<file path="config.mk">
export PLATFORM = sky130hd
export DESIGN_NAME = eriscv_timer
export DESIGN_NICKNAME = d
export VERILOG_FILES = /design/src/rtl/eriscv_timer.sv
export SDC_FILE = /design/constraint.sdc
export NUM_CORES = 1
export LEC_CHECK = 0
export CORE_MARGIN = 4
export CORE_UTILIZATION = 50
export CTS_BUF_LIST = sky130_fd_sc_hd__clkbuf_2 sky130_fd_sc_hd__clkbuf_4 sky130_fd_sc_hd__clkbuf_8
export CTS_CLUSTER_SIZE = 25
export DETAILED_ROUTE_END_ITERATION = 10
export GPL_TIMING_DRIVEN = 0
export PLACE_DENSITY = 0.83
export SYNTH_ARGS = -nofsm -noshare
export SYNTH_HDL_FRONTEND = slang
export SYNTH_SLANG_ARGS = --single-unit
</file>
<file path="constraint.sdc">
create_clock -name clk -period 2.8 [get_ports clk]
set_clock_uncertainty 0.2 [all_clocks]
set_input_delay 0.42 -clock clk [delete_from_list [all_inputs] [get_ports clk]]
set_output_delay 0.42 -clock clk [all_outputs]
set_load 0.02 [all_outputs]
</file>
<file path="src/rtl/eriscv_timer.sv">
// rtl/eriscv_timer.sv - memory-mapped 64-bit machine timer on the Eriscv data bus
// Optional prescaler is built when TIMER_PRESCALE_EN is defined.
module eriscv_timer #(
  parameter logic [31:0] BASE_ADDR = 32'h4000_0000
) (
  input  logic        clk,
  input  logic        rst,
  input  logic        ce,
  input  logic        we,
  input  logic [31:0] addr,
  input  logic [3:0]  sel,
  input  logic [31:0] data_i,
  output logic [31:0] data_o,
  output logic        irq
);

  localparam logic [2:0] R_CTRL     = 3'd0;
  localparam logic [2:0] R_STATUS   = 3'd1;
  localparam logic [2:0] R_MTIME_LO = 3'd2;
  localparam logic [2:0] R_MTIME_HI = 3'd3;
  localparam logic [2:0] R_CMP_LO   = 3'd4;
  localparam logic [2:0] R_CMP_HI   = 3'd5;

  logic        en, irq_en, auto_reload, match;
  logic [63:0] mtime, mtimecmp, mtime_nxt;
  logic [31:0] shadow_hi;
  logic [7:0]  presc_val;
  logic [2:0]  idx;
  logic        hit, wr, rd, tick, mtime_wr, reload_evt, match_set;
  logic        unused_addr_bits;

  function automatic logic [31:0] merge(input logic [31:0] old_v, input logic [31:0] new_v,
                                        input logic [3:0] be);
    logic [31:0] r;
    for (int i = 0; i < 4; i++) begin
      r[8*i +: 8] = be[i] ? new_v[8*i +: 8] : old_v[8*i +: 8];
    end
    return r;
  endfunction

  assign hit = ce && (addr[31:5] == BASE_ADDR[31:5]);
  assign wr  = hit && we;
  assign rd  = hit && !we;
  assign idx = addr[4:2];
  assign unused_addr_bits = ^addr[1:0];

`ifdef TIMER_PRESCALE_EN
  logic [7:0] presc, pcnt;
  logic       presc_wr;

  assign presc_wr  = wr && (idx == R_CTRL) && sel[1];
  assign presc_val = presc;
  assign tick      = en && (pcnt == presc);

  always_ff @(posedge clk or negedge rst) begin
    if (!rst) begin
      presc <= 8'd0;
      pcnt  <= 8'd0;
    end else begin
      if (presc_wr) presc <= data_i[15:8];
      if (!en || presc_wr || tick) pcnt <= 8'd0;
      else                         pcnt <= pcnt + 8'd1;
    end
  end
`else
  assign presc_val = 8'd0;
  assign tick      = en;
`endif

  // A bus write to either half of mtime suppresses that cycle's tick entirely.
  assign mtime_wr   = wr && ((idx == R_MTIME_LO) || (idx == R_MTIME_HI));
  assign reload_evt = tick && auto_reload && (mtime == mtimecmp) && !mtime_wr;
  assign match_set  = (mtime >= mtimecmp) || reload_evt;

  always_comb begin
    mtime_nxt = mtime;
    if (wr && (idx == R_MTIME_LO))      mtime_nxt[31:0]  = merge(mtime[31:0], data_i, sel);
    else if (wr && (idx == R_MTIME_HI)) mtime_nxt[63:32] = merge(mtime[63:32], data_i, sel);
    else if (reload_evt)                mtime_nxt = 64'd0;
    else if (tick)                      mtime_nxt = mtime + 64'd1;
  end

  always_ff @(posedge clk or negedge rst) begin
    if (!rst) begin
      en          <= 1'b0;
      irq_en      <= 1'b0;
      auto_reload <= 1'b0;
      match       <= 1'b0;
      mtime       <= 64'd0;
      mtimecmp    <= 64'hFFFF_FFFF_FFFF_FFFF;
      shadow_hi   <= 32'd0;
    end else begin
      mtime <= mtime_nxt;
      if (wr && (idx == R_CTRL) && sel[0]) begin
        en          <= data_i[0];
        irq_en      <= data_i[1];
        auto_reload <= data_i[2];
      end
      // Set has priority over a simultaneous write-1-to-clear.
      if (match_set)                                        match <= 1'b1;
      else if (wr && (idx == R_STATUS) && sel[0] && data_i[0]) match <= 1'b0;
      if (wr && (idx == R_CMP_LO)) mtimecmp[31:0]  <= merge(mtimecmp[31:0], data_i, sel);
      if (wr && (idx == R_CMP_HI)) mtimecmp[63:32] <= merge(mtimecmp[63:32], data_i, sel);
      if (rd && (idx == R_MTIME_LO)) shadow_hi <= mtime[63:32];
    end
  end

  always_comb begin
    data_o = 32'd0;
    if (rd) begin
      case (idx)
        R_CTRL:     data_o = {16'd0, presc_val, 5'd0, auto_reload, irq_en, en};
        R_STATUS:   data_o = {31'd0, match};
        R_MTIME_LO: data_o = mtime[31:0];
        R_MTIME_HI: data_o = shadow_hi;
        R_CMP_LO:   data_o = mtimecmp[31:0];
        R_CMP_HI:   data_o = mtimecmp[63:32];
        default:    data_o = 32'd0;
      endcase
    end
  end

  assign irq = match & irq_en;

endmodule

</file>
# == Word-level counts from Yosys, hierarchy flattened ==
# Index checks and enable logic that the tools add are counted.
# word_totals
out_inout_bits,33
in_bits,72
regBits,164
# classes
add_sub_neg,1
n_bitwise,2
mux,13
n_reduce_logical,41
n_eq_ne,16
order_cmp,1
# ops
op,count
$pmux 32 s6,1
$mux 32,4
$mux 64,2
$add 64x1->64 const B,1
$eq 64x64->1,1
$ge 64x64->1,1
$mux 8,4
$eq 27x26->1 const B,1
$reduce_and 3->1,8
$ne 2x2->1 const B,9
$logic_and 1x1->1,17
$reduce_and 2->1,8
$eq 3x2->1 const B,2
$eq 3x3->1 const B,2
$reduce_bool 3->1,2
$eq 3x1->1 const B,1
$logic_not 3->1,1
$logic_not 1->1,2
$logic_or 1x1->1,2
$mux 1,2
$reduce_bool 2->1,1
$and 1x1->1,1
$not 1->1,1

# == Logic depth before layout (Yosys ltp) ==
# logic_depth
depth_word,9
mapped_depth,11
mapped_depth_nobuf,8

# == Worst setup path before layout ==
# Ideal clock, no wire load.
# synth_path
kind,register to register
from,reg mtimecmp[25]
to,reg mtime[36]
t_arrival_ns,2.688
required_ns,2.479
n_path_buf,1
setup_slack_ns,-0.209
path_stages_with_launch,10
setup_time_ns,0.121
cell_sequence,dfstp_2 inv_1 ha_1 nand4_1 nor4_1 nand4_1 o31ai_1 clkbuf_1 o21ai_0 a22o_1
# synth_via
elab_chain_len,5
elab_cells_between_ends,7
classes_between,eq/ne (1); mux (2); reduce/logical (4)
# synth_lines
item,line_no,rtl
"start, declared",25,"logic [63:0] mtime, mtimecmp, mtime_nxt;"
"start signal, assigned",102,"if (wr && (idx == R_CMP_LO)) mtimecmp[31:0] <= merge(mtimecmp[31:0], data_i, sel);"
$eq 64x64->1 *,72,assign reload_evt = tick && auto_reload && (mtime == mtimecmp) && !mtime_wr;
$logic_and 1x1->1 * (2 in series),72,
$reduce_bool 3->1 (no line) / $mux 64 (equally long branches),-,
$reduce_and 3->1 (no line) / $mux 32 (equally long branches),-,
"end signal, assigned",93,mtime <= mtime_nxt;
"end, declared",25,
# Mark *: on every way between the ends. The rest lies on a longest branch, timed or not.
# A chain may end at the register's enable or synchronous reset.

# == Worst setup path in the final report ==
# layout_path
from,reg mtimecmp[15]
to,reg mtime[55]
# Same word-level chain as after synthesis.

==> flow_metrics.env <==
export IMPL_status="complete, but fails checks"
export IMPL_violations="negative setup slack"
export IMPL_cp_required_ps=2940
export IMPL_regArea_sq_mm=0.00419
export IMPL_vias=12200
export IMPL_antenna_found_initial=0
export IMPL_worstPathArrival_ps=3280
export IMPL_drc=0
export IMPL_total_power_mw=4.74
export IMPL_placement_io_buffers=96
export IMPL_period_share_pct=112
export IMPL_place_hpwl_microns=30800
export IMPL_area_delta_synth_final_pct=37.0
export IMPL_tns_ps=-16170
export IMPL_grt_usage_pct=37.6
export IMPL_io_pins=105
export IMPL_crit_type="flip-flop to flip-flop"
export IMPL_start_kind="flip-flop"
export IMPL_final_nets=1545
export IMPL_wl_per_cell_microns=28.5
export IMPL_core_area_sq_mm=0.0219
export IMPL_yosysWarningCount=0
export IMPL_final_max_slew_viol_count=0
export IMPL_viasPerCell=7.19
export IMPL_p_int_mw=3.51
export IMPL_crit_fanout=5
export IMPL_synthArstFlopShare_pct=100
export IMPL_setup_viol=95
export IMPL_hold_path_class="flip-flop to flip-flop"
export IMPL_min_period_ps=3140
export IMPL_peakVddDrop_v=0.000316
export IMPL_syn_nets=1345
export IMPL_rsz0062_at_grt="true"
export IMPL_synth_edf_count=0
export IMPL_grt_max_degree=88
export IMPL_seqPwrFrac_pct=50.0
export IMPL_worstMarginPinSlew_ps=1050
export IMPL_clkLatencyLatePin_ps=490
export IMPL_switching_share_pct=25.9
export IMPL_synth_distinct_cells=63
export IMPL_cts_root_buf="clkbuf_8"
export IMPL_placedCellCount=1585
export IMPL_grt_pass1_vias=11900
export IMPL_fmax_mhz=318
export IMPL_cts_buffers=17
export IMPL_cp_end_kind="flip-flop"
export IMPL_multi_input_area_sq_mm=0.00762
export IMPL_yosys_area_top_type="dfrtp_1"
export IMPL_synthCells=1208
export IMPL_stdcell_count=1701
export IMPL_powerDensity_mw_per_mm2=309
export IMPL_fin_ws_ps=-341
export IMPL_p_comb_share_pct=6.6
export IMPL_clk_path_buf_depth=2
export IMPL_first_pass_iters=6
export IMPL_cts_tree="built"
export IMPL_fin_util_pct=70.0
export IMPL_fillers=1590
export IMPL_yosysTopAreaCellShare_pct=22.4
export IMPL_postRouteAntennaNets=0
export IMPL_ys_seq_area_share_pct=37.4
export IMPL_cts_htree_levels=4
export IMPL_synthFlopType="dfrtp_1"
export IMPL_chipHeight_microns=158
export IMPL_relSlewSlack_pct=29.1
export IMPL_drv_cap=0
export IMPL_cts_sinks=164
export IMPL_diodes=0
export IMPL_dieArea_sq_mm=0.0248
export IMPL_synth_cell_area_sq_mm=0.0112
export IMPL_cellLeakagePower_nw=6.15
export IMPL_grt_pass1_wl_microns=70400
export IMPL_clk_pin_slew_worst_paths_ps=110
export IMPL_yosys_top_cells_area="dfrtp_1, dfstp_2, mux2_2"
export IMPL_gp_congestion=0.997
export IMPL_drive_gt1_share_pct=38.6
export IMPL_power_frac_clock_pct=43.4
export IMPL_fp_dieW_microns=158
export IMPL_p_sw_mw=1.23
export IMPL_initial_utilization_pct=51.1
export IMPL_hold_viol=0
export IMPL_synth_seq_cells=164
export IMPL_overflow=0
export IMPL_drt_iter0_drc=1731
export IMPL_syn_avg_cell_area_sq_um=9.26
export IMPL_fp_row_count=54
export IMPL_routed_wirelength_microns=48400
export IMPL_pre_cts_slack_ps=-1730
[layout by cell type (no fill, tap or decap), types with 18 or more instances in the layout]
master / count
a21oi_1: 45
mux2_2: 95
inv_1: 89
clkbuf_8: 22
o21ai_2: 22
nor2_1: 38
ha_1: 46
nand4_1: 41
ha_4: 19
a22oi_1: 30
nand2_1: 92
buf_4: 67
clkbuf_1: 24
o21ai_0: 29
buf_6: 48
nand3_1: 49
a22o_1: 18
clkdlybuf4s50_1: 36
dfstp_2: 64
o21ai_1: 18
dfrtp_1: 95
[power by group through the flow]
stage	Sequential, mW	Combinational, mW	Clock (mW)
finish	2.37	0.313	2.05
global route	2.37	0.321	2.14
CTS	2.37	0.295	2.05
detailed placement	2.41	0.287	0
global placement	2.41	0.276	0
floorplan	2.42	0.0607	0
[final cells by class]
cell class,count,area share [%]
multi-input cells,877,49.7
flip-flops and latches,164,27.3
repair buffers,185,11.9
plain buffers,67,3.46
inverters,96,2.35
well taps,280,2.29
clock buffers,19,1.71
clock inverters,13,1.28
[stage by stage]
stage / hold WS, ps / area (sq um)
2_1_floorplan: -75.6 / 11300
3_3_place_gp: 265 / 12600
3_5_place_dp: 257 / 12600
4_1_cts: 261 / 14600
5_1_grt: 336 / 15300
6_report: 287 / 15300
[cells in the mapped netlist (all sizes together) (41+ instances only)]
library cell,n
dfrtp,100
nand2,97
inv,96
mux2,95
o21ai,74
a21oi,66
ha,65
dfstp,64
clkbuf,59
nor2,56
nand3,50
nand4,41
[kinds of logic after synthesis]
group / count (synthesis) / synth area share (%)
AO/OA/AOI/OAI: 357 / 22.6
adder cells (fa/ha/maj): 65 / 7.27
buffers and inverters: 168 / 5.90
flip-flops: 164 / 37.4
multiplexers: 108 / 10.8
AND/OR/NAND/NOR: 346 / 16.0
[final timing paths]
path | startpoint | slack, ps | endpoint | cells after the start
max reg2reg | mtimecmp[15] | -340 | mtime[55] | 9
max in group asynchronous | rst | 1170 | mtimecmp[9] | 3
min reg2reg | shadow_hi[4] | 290 | shadow_hi[4] | 2
min | shadow_hi[4] | 290 | shadow_hi[4] | 2
min in group asynchronous | rst | 320 | shadow_hi[16] | 2
max | mtimecmp[15] | -340 | mtime[55] | 9
[registers in the layout (all words and copies together), names as in the netlist]
signal and flops:
mtime 64, match 1, en 1, shadow_hi 32, mtimecmp 64, irq_en 1
auto_reload 1
[worst max-delay path, cell delays in order, from the launching register on]
cell	delay [ps]
dfstp_2	570
inv_1	60
ha_1	300
nand4_1	100
buf_4	180
nor4_4	370
nand4_1	280
o31a_2	480
a32oi_1	310
o2bb2ai_1	130
[repair_timing]
item,CTS,global route
pin swaps,90,64
setup endpoints to repair,196,126
resized for setup,446,138
hold buffers,1,0
cloned,11,0
hold endpoints to repair,52,0
setup buffers,64,18
[per-layer routing]
metal / GRT usage, % / part of all wire (%)
met4: 23.4 / 7.9
met1: 46.2 / 35
met5: 0 / 0
met2: 58.7 / 45
met3: 10.6 / 12
Power figures use the tool's default switching activity.
